<file path="src/rtl/stopwatch_ctrl.sv">
// Stopwatch controller: synchronised, debounced buttons drive a 4-state FSM, a prescaled BCD counter and a lap display latch.
// Optional build macro STOPWATCH_SEXAGESIMAL_EN: digit 2 counts 0..5 (m:ss.t); otherwise every digit counts 0..9.
module stopwatch_ctrl #(
  parameter int DEBOUNCE_CYCLES = 4,
  parameter int TICK_DIV        = 10,
  parameter int DIGITS          = 4
) (
  input  logic                  Crystal,
  input  logic                  nSysReset,
  input  logic [1:2]            Buttons,
  output logic [4*DIGITS-1:0]   Digits,
  output logic                  WatchRunning,
  output logic                  WatchReset,
  output logic                  Lapped,
  output logic                  Overflow
);

  localparam int CW = $clog2(DEBOUNCE_CYCLES + 1);
  localparam int PW = (TICK_DIV > 2) ? $clog2(TICK_DIV) : 1;

  typedef enum logic [1:0] {
    S_ZERO    = 2'd0,
    S_RUNNING = 2'd1,
    S_LAP     = 2'd2,
    S_STOPPED = 2'd3
  } state_e;

  state_e                state_q, state_d;
  logic [1:0]            btn_raw;
  logic [1:0]            sync1_q, sync2_q, deb_q, deb_prev_q;
  logic [CW-1:0]         cnt_q [2];
  logic                  press1, press2;
  logic                  counting, tick, enter_zero, carry;
  logic [PW-1:0]         pre_q, pre_d;
  logic [4*DIGITS-1:0]   count_q, count_d, count_inc;
  logic [4*DIGITS-1:0]   lap_q, lap_d, digits_q, digits_d;
  logic [3:0]            dmax;
  logic                  ovf_q, ovf_d, wreset_q;

  assign btn_raw = {Buttons[2], Buttons[1]};

  // A new level is accepted only after DEBOUNCE_CYCLES+1 consecutive differing samples.
  always_ff @(posedge Crystal or negedge nSysReset) begin
    if (!nSysReset) begin
      sync1_q    <= '0;
      sync2_q    <= '0;
      deb_q      <= '0;
      deb_prev_q <= '0;
      for (int b = 0; b < 2; b++) cnt_q[b] <= '0;
    end else begin
      sync1_q    <= btn_raw;
      sync2_q    <= sync1_q;
      deb_prev_q <= deb_q;
      for (int b = 0; b < 2; b++) begin
        if (sync2_q[b] != deb_q[b]) begin
          if (cnt_q[b] == CW'(DEBOUNCE_CYCLES)) begin
            deb_q[b] <= sync2_q[b];
            cnt_q[b] <= '0;
          end else begin
            cnt_q[b] <= cnt_q[b] + 1'b1;
          end
        end else begin
          cnt_q[b] <= '0;
        end
      end
    end
  end

  assign press1 = deb_q[0] & ~deb_prev_q[0];
  assign press2 = deb_q[1] & ~deb_prev_q[1];

  always_ff @(posedge Crystal or negedge nSysReset) begin
    if (!nSysReset) state_q <= S_ZERO;
    else            state_q <= state_d;
  end

  // Start/stop always wins over lap/reset when both are pressed together.
  always_comb begin
    state_d = state_q;
    case (state_q)
      S_ZERO:    if (press1) state_d = S_RUNNING;
      S_RUNNING: if (press1) state_d = S_STOPPED; else if (press2) state_d = S_LAP;
      S_LAP:     if (press1) state_d = S_STOPPED; else if (press2) state_d = S_RUNNING;
      S_STOPPED: if (press1) state_d = S_RUNNING; else if (press2) state_d = S_ZERO;
      default:   state_d = S_ZERO;
    endcase
  end

  always_comb begin
    counting   = (state_q == S_RUNNING) || (state_q == S_LAP);
    enter_zero = (state_d == S_ZERO) && (state_q != S_ZERO);
    tick       = counting && (pre_q == PW'(TICK_DIV - 1));
  end

  always_comb begin
    pre_d = pre_q;
    if (enter_zero)  pre_d = '0;
    else if (tick)   pre_d = '0;
    else if (counting) pre_d = pre_q + 1'b1;
  end

  // Ripple BCD increment; a carry out of the top digit is the overflow wrap.
  always_comb begin
    count_inc = count_q;
    carry     = tick;
    dmax      = 4'd9;
    for (int i = 0; i < DIGITS; i++) begin
`ifdef STOPWATCH_SEXAGESIMAL_EN
      dmax = (i == 2) ? 4'd5 : 4'd9;
`else
      dmax = 4'd9;
`endif
      if (carry) begin
        if (count_q[4*i +: 4] == dmax) begin
          count_inc[4*i +: 4] = 4'd0;
        end else begin
          count_inc[4*i +: 4] = count_q[4*i +: 4] + 4'd1;
          carry = 1'b0;
        end
      end
    end
  end

  always_comb begin
    count_d  = enter_zero ? '0 : count_inc;
    ovf_d    = enter_zero ? 1'b0 : (ovf_q | carry);
    lap_d    = ((state_q == S_RUNNING) && (state_d == S_LAP)) ? count_q : lap_q;
    digits_d = (state_q == S_LAP) ? lap_q : count_q;
  end

  always_ff @(posedge Crystal or negedge nSysReset) begin
    if (!nSysReset) begin
      pre_q    <= '0;
      count_q  <= '0;
      lap_q    <= '0;
      digits_q <= '0;
      ovf_q    <= 1'b0;
      wreset_q <= 1'b0;
    end else begin
      pre_q    <= pre_d;
      count_q  <= count_d;
      lap_q    <= lap_d;
      digits_q <= digits_d;
      ovf_q    <= ovf_d;
      wreset_q <= enter_zero;
    end
  end

  always_comb begin
    WatchRunning = (state_q == S_RUNNING) || (state_q == S_LAP);
    Lapped       = (state_q == S_LAP);
    WatchReset   = wreset_q;
    Overflow     = ovf_q;
    Digits       = digits_q;
  end

endmodule

</file>
<file path="config.mk">
export PLATFORM = sky130hd
export DESIGN_NAME = stopwatch_ctrl
export DESIGN_NICKNAME = d
export VERILOG_FILES = /design/src/rtl/stopwatch_ctrl.sv
export SDC_FILE = /design/constraint.sdc
export NUM_CORES = 1
export LEC_CHECK = 0
export BUFFER_PORTS_ARGS = -buffer_cell sky130_fd_sc_hd__clkbuf_2
export CAP_MARGIN = 20
export CORE_MARGIN = 2
export CORE_UTILIZATION = 50
export CTS_CLUSTER_SIZE = 20
export DETAILED_ROUTE_END_ITERATION = 7
export PLACE_DENSITY = 0.7
export SYNTH_ARGS = -nofsm -noshare
export SYNTH_HDL_FRONTEND = slang
export SYNTH_SLANG_ARGS = --single-unit
</file>
<file path="constraint.sdc">
create_clock -name Crystal -period 4.3 [get_ports Crystal]
set_input_delay 0.86 -clock Crystal [delete_from_list [all_inputs] [get_ports Crystal]]
set_output_delay 0.86 -clock Crystal [all_outputs]
set_load 0.03 [all_outputs]
</file>
======== After elaboration in Yosys (flattened, before gate mapping) ========
Cells that the tools add are included.
cells by class
  add/sub/neg operators ................... 7
  equality and inequality tests ........... 13
  muxes and demuxes ....................... 34
  bitwise gates (word level) .............. 5
  reductions and logical operators ........ 14
operators by type and width
  cell                                                  count
  2-to-1 mux 4 bit                                      11
  2-to-1 mux 16 bit                                     2
  adder 4 x 1 -> 4 bit (second input constant)          5
  equality test 4 bit (second input constant)           5
  2-to-1 mux 2 bit                                      7
  2-to-1 mux 3 bit                                      4
  nonzero test 2 bit                                    5
  2-to-1 mux 1 bit                                      9
  case mux 2 bit (4 select lines)                       1
  adder 3 x 1 -> 3 bit (second input constant)          2
  equality test 2 bit (second input constant)           3
  equality test 3 bit (second input constant)           2
  logical NOT 2 bit                                     2
  AND reduction 2 bit                                   2
  logical AND 1 bit                                     3
  nonzero test 3 bit                                    1
  AND 1 bit                                             2
  equality test 2 x 1 -> 1 bit (second input constant)  1
  inequality test 1 bit                                 2
  inverter 1 bit                                        2
  logical OR 1 bit                                      1
  OR 1 bit                                              1
storage, ports and cells
  register bits ........................... 70
  bits of input ports ..................... 4
  output and inout port bits .............. 20
  logic and storage cells ................. 90

======== Longest topological paths before layout ========
  depth after elaboration ................. 9
  gate-level depth with buffers ........... 9
  gate-level depth less buffers ........... 7

======== Least setup slack after synthesis ========
No wires, ideal clock.
  path type ............................... register to register
  start ................................... register state_q[1]
  end ..................................... register count_q[14]
  library setup time ...................... 73 ps
  arrival ................................. 2191 ps
  data required time ...................... 4227 ps
  setup slack ............................. 2036 ps
  stages on the path, launching flop included .. 9
  path buffers ............................ 1
  clock period less this slack ............ 2264 ps
  cell sequence ........................... dfrtp_1 inv_1 ha_1 buf_4 nand4b_4 nor4_4 nand2_2 or3_1 a21oi_2
between the ends
  word-level cells in the longest chain between the ends .. 7
  elaborated cells on any way between the ends .. 22
  classes of those cells .................. eq/ne: 3; mux: 12; reduce/logical: 7
ends and longest elaborated chain
  what                                                                 RTL line  text
  start: declaration                                                   28        state_e state_q, state_d;
  start signal: assignment                                             74        else state_q <= state_d;
  equality test 2 x 1 -> 1 bit or equality test 2 bit (tied branches)  -
  logical OR 1 bit (*)                                                 -
  via WatchRunning                                                     12        output logic WatchRunning,
  logical AND 1 bit (*)                                                92        tick = counting && (pre_q == PW'(TICK_DIV - 1));
  2-to-1 mux 1 bit (*) (3 in series)                                   113       if (carry) begin
  nonzero test 2 bit (no source line) (*)                              -
  end signal: assignment                                               141       count_q <= count_d;
  end: declaration                                                     35        logic [4*DIGITS-1:0] count_q, count_d, count_inc;
Mark *: on every way through the listed nets, which the timed path passes. The rest lies on a longest branch.
A chain may end at the register's enable or synchronous reset.

======== Worst setup path in the final report ========
  start ................................... register state_q[0]
  end ..................................... output Lapped
between the ends
  word-level cells in the longest chain between the ends .. 1
ends and longest elaborated chain
  what                 RTL line  text
  equality test 2 bit  151       Lapped = (state_q == S_LAP);
  end: declaration     14        output logic Lapped,
No other way between the ends.

==> results_dict.tcl <==
set metrics [dict create \
    synth_warnings 0 \
    p_leak_nw 1.84 \
    route.final.wire_length_um 5140 \
    antenna_found_initial 0 \
    drc 0 \
    gp_congestion 0.757 \
    flow.area_growth_from_synthesis_pct 12.2 \
    hp-class "reg2reg" \
    fin_util 0.575 \
    avgSynthCellArea_um2 11.9 \
    cts_root_buf "clkbuf_8" \
    setup_violations 0 \
    layout-drive-gt1-share 0.240 \
    layoutNonFillerInstCount 381 \
    hold_viol_final 0 \
    grt_pass1_wl_um 8850 \
    synthesis.nets 292 \
    worst-path-max-fanout 24 \
    nFillCells 565 \
    fin_setup_tns_ns 0 \
    max-cap-violations 0 \
    p_comb_frac 0.279 \
    grt_max_degree 43 \
    clkPwrFrac 0.295 \
    netlist.area_leader.share 0.544 \
    status "complete, no violations" \
    final_nets 321 \
    fin_crit_ns 2.87 \
    dp.cells 365 \
    rsz0062_at_grt "no" \
    tightest_slew_ns 0.968 \
    p_sw_frac 0.334 \
    synth_seq_area_share 0.544 \
    synthCells 270 \
    cp-start-kind "flip-flop" \
    yosysTopAreaCell "dfrtp_1" \
    drt_iter0_markers 55 \
    core_area_um2 6280 \
    die_w_um 84.3 \
    max_freq_ghz 0.349 \
    ys.flop_type "dfrtp_1" \
    path_clk_slew_ns 0.07 \
    fp.dieH_um 84.3 \
    post_cts_resize_count 0 \
    vdd_ir_drop_max_uv 313 \
    r2r-start "state_q[0]" \
    synth-edff-count 0 \
    cts_made_buffers 9 \
    first_global_vias 1915 \
    seq_power_share 0.426 \
    relSlewSlack 0.355 \
    insertion_delay_ns 0.34 \
    synthTopCellsByArea "dfrtp_1, ha_1, mux2_2, mux2_1, nor2_1" \
    wl_per_cell_um 13.5 \
    dieArea_um2 7100 \
    finalPower_mw 1.82 \
    postCtsSetupBuffers 0 \
    endpoint_kind "output port" \
    async_flop_share 1.00 \
    ctsLongestPathBuffers 2 \
    cp_slowest_cell "ha_1" \
    synth_area_um2 3220 \
    power.density_nw_per_um2 504 \
    dr.pass1.iters 4 \
    min_period_over_period 0.667 \
    antenna_cells 0 \
    p_int_mw 1.21 \
    p_sw_mw 0.608 \
    initial_core_util 0.513 \
    cts_tree "yes" \
    cp_num_buf_inv 2 \
    ctsHoldBuffers 0 \
    critPathLaunch "state_q[0]" \
    ys_types 42 \
    min_from "sync1_q[1]" \
    grt_overflow 0 \
    postRouteAntennaNets 0 \
    h-tree-depth 3 \
    place_hpwl_um 3460 \
    cp_data_required_time_ns 3.44 \
    slowest_delay_ns 0.80 \
    grt.total_usage 0.160 \
    cp_cell_sequence "inv_1, ha_1, clkbuf_2" \
    ys_ff_latch 70 \
    report.final.slew_viol_count 0 \
    viasPerCell 5.29 \
    num_rows 29 \
    io_pins 24 \
    cpLargestDelayFamily "adder cells" \
    cp_data_arrival_time_ns 2.01 \
    cts.sinks 70 \
    crit_type "reg2out" \
    vias 2015 \
    portBuffers 23 \
    fin_worst_skew_ns 0.00841 \
]
[final timing paths]
path | end | slack (ns) | cells after the start
hold / removal | sync2_q[1] | 0.36 | 0
setup reg to reg | lap_q[3] | 1.68 | 6
max in group asynchronous | lap_q[8] | 2.74 | 2
setup / recovery | Lapped | 1.43 | 3
min in group asynchronous | pre_q[1] | 0.65 | 1
hold reg to reg | sync2_q[1] | 0.36 | 0
[worst reg2reg max path: stages (launching register included)]
cell and delay (ns):
dfrtp_1 0.38, inv_1 0.09, ha_1 0.54, nor2_1 0.32, a21oi_4 0.11, nor3_4 0.67, mux2_2 0.41
[kinds of logic (layout without fill, tap and decap cells)]
group           Yosys count  count (layout)  synth area share
simple gates             85              85             0.150
flops                    70              70             0.544
compound gates           38              38            0.0773
mux                      36              36             0.124
buf+inv                  21              55            0.0299
fa+ha+maj                18              18            0.0699
xor+xnor                  2               2           0.00544
[layout by cell type, fill, tap and decap left out, drive strengths merged]
master / count
clkinvlp: 3
nor2b: 3
a21oi: 17
buf: 3
nor4: 2
o211a: 1
nor3b: 2
a311oi: 3
xnor2: 2
a211oi: 1
clkinv: 1
a22oi: 1
nand4b: 1
a31oi: 1
mux2i: 6
o22ai: 1
nor2: 30
nand3b: 3
and3b: 3
or3: 3
nand2: 21
nand2b: 2
dfrtp: 70
a31o: 1
bufinv: 1
ha: 18
or2b: 1
a21o: 1
mux2: 30
and4b: 1
o21ai: 9
a41oi: 2
nand3: 5
inv: 14
clkbuf: 33
nor3: 8
[per-stage QoR]
stage	hold slack, ns	setup WS, ns	cell area (um^2)
2_1_floorplan	0.331	2.04	3220
3_3_place_gp	0.336	1.73	3400
3_5_place_dp	0.338	1.67	3400
4_1_cts	0.363	1.42	3610
5_1_grt	0.370	1.27	3610
6_report	0.358	1.43	3610
[state kept, by name (all words and copies together), names as in the netlist, 2 cells and up]
signal	cells
count_q	16
deb_q	2
deb_prev_q	2
state_q	2
cnt_q	6
sync2_q	2
Digits	16
sync1_q	2
pre_q	4
lap_q	16
[final cells by class]
cell class	count	area, um^2	area share
Tap cell	77	96.3	0.0267
Clock inverter	5	57.6	0.0159
Clock buffer	11	151	0.0419
Sequential cell	70	1750	0.485
Inverter	14	52.6	0.0145
Timing Repair Buffer	25	130	0.0360
Multi-Input combinational cell	179	1370	0.380
[routing by layer]
layer  global-route usage  vias up  wire length (um)
met2                0.254       24              2500
met1                0.198      988              2370
met3               0.0600        9               178
met5                    0        -                 0
met4               0.0660        0                91
li1                     -      994                 -
[power groups by stage]
| stage | combinational [mW] | clock (mW) | sequential (mW) |
|---|---|---|---|
| 5_1_grt | 0.565 | 0.589 | 0.785 |
| 2_1_floorplan | 0.421 | 0 | 0.782 |
| 4_1_cts | 0.519 | 0.556 | 0.775 |
| 6_report | 0.508 | 0.537 | 0.774 |
| 3_5_place_dp | 0.513 | 0 | 0.788 |
| 3_3_place_gp | 0.499 | 0 | 0.783 |
[Yosys cell counts (all sizes together) (2+ instances only)]
cell type	number
dfrtp	70
mux2	30
nor2	30
nand2	21
ha	18
a21oi	17
inv	14
o21ai	9
nor3	8
buf	6
mux2i	6
nand3	5
a311oi	3
and3b	3
nand3b	3
nor2b	3
or3	3
a41oi	2
nand2b	2
nor3b	2
nor4	2
xnor2	2
(Power assumes the default switching activity.)
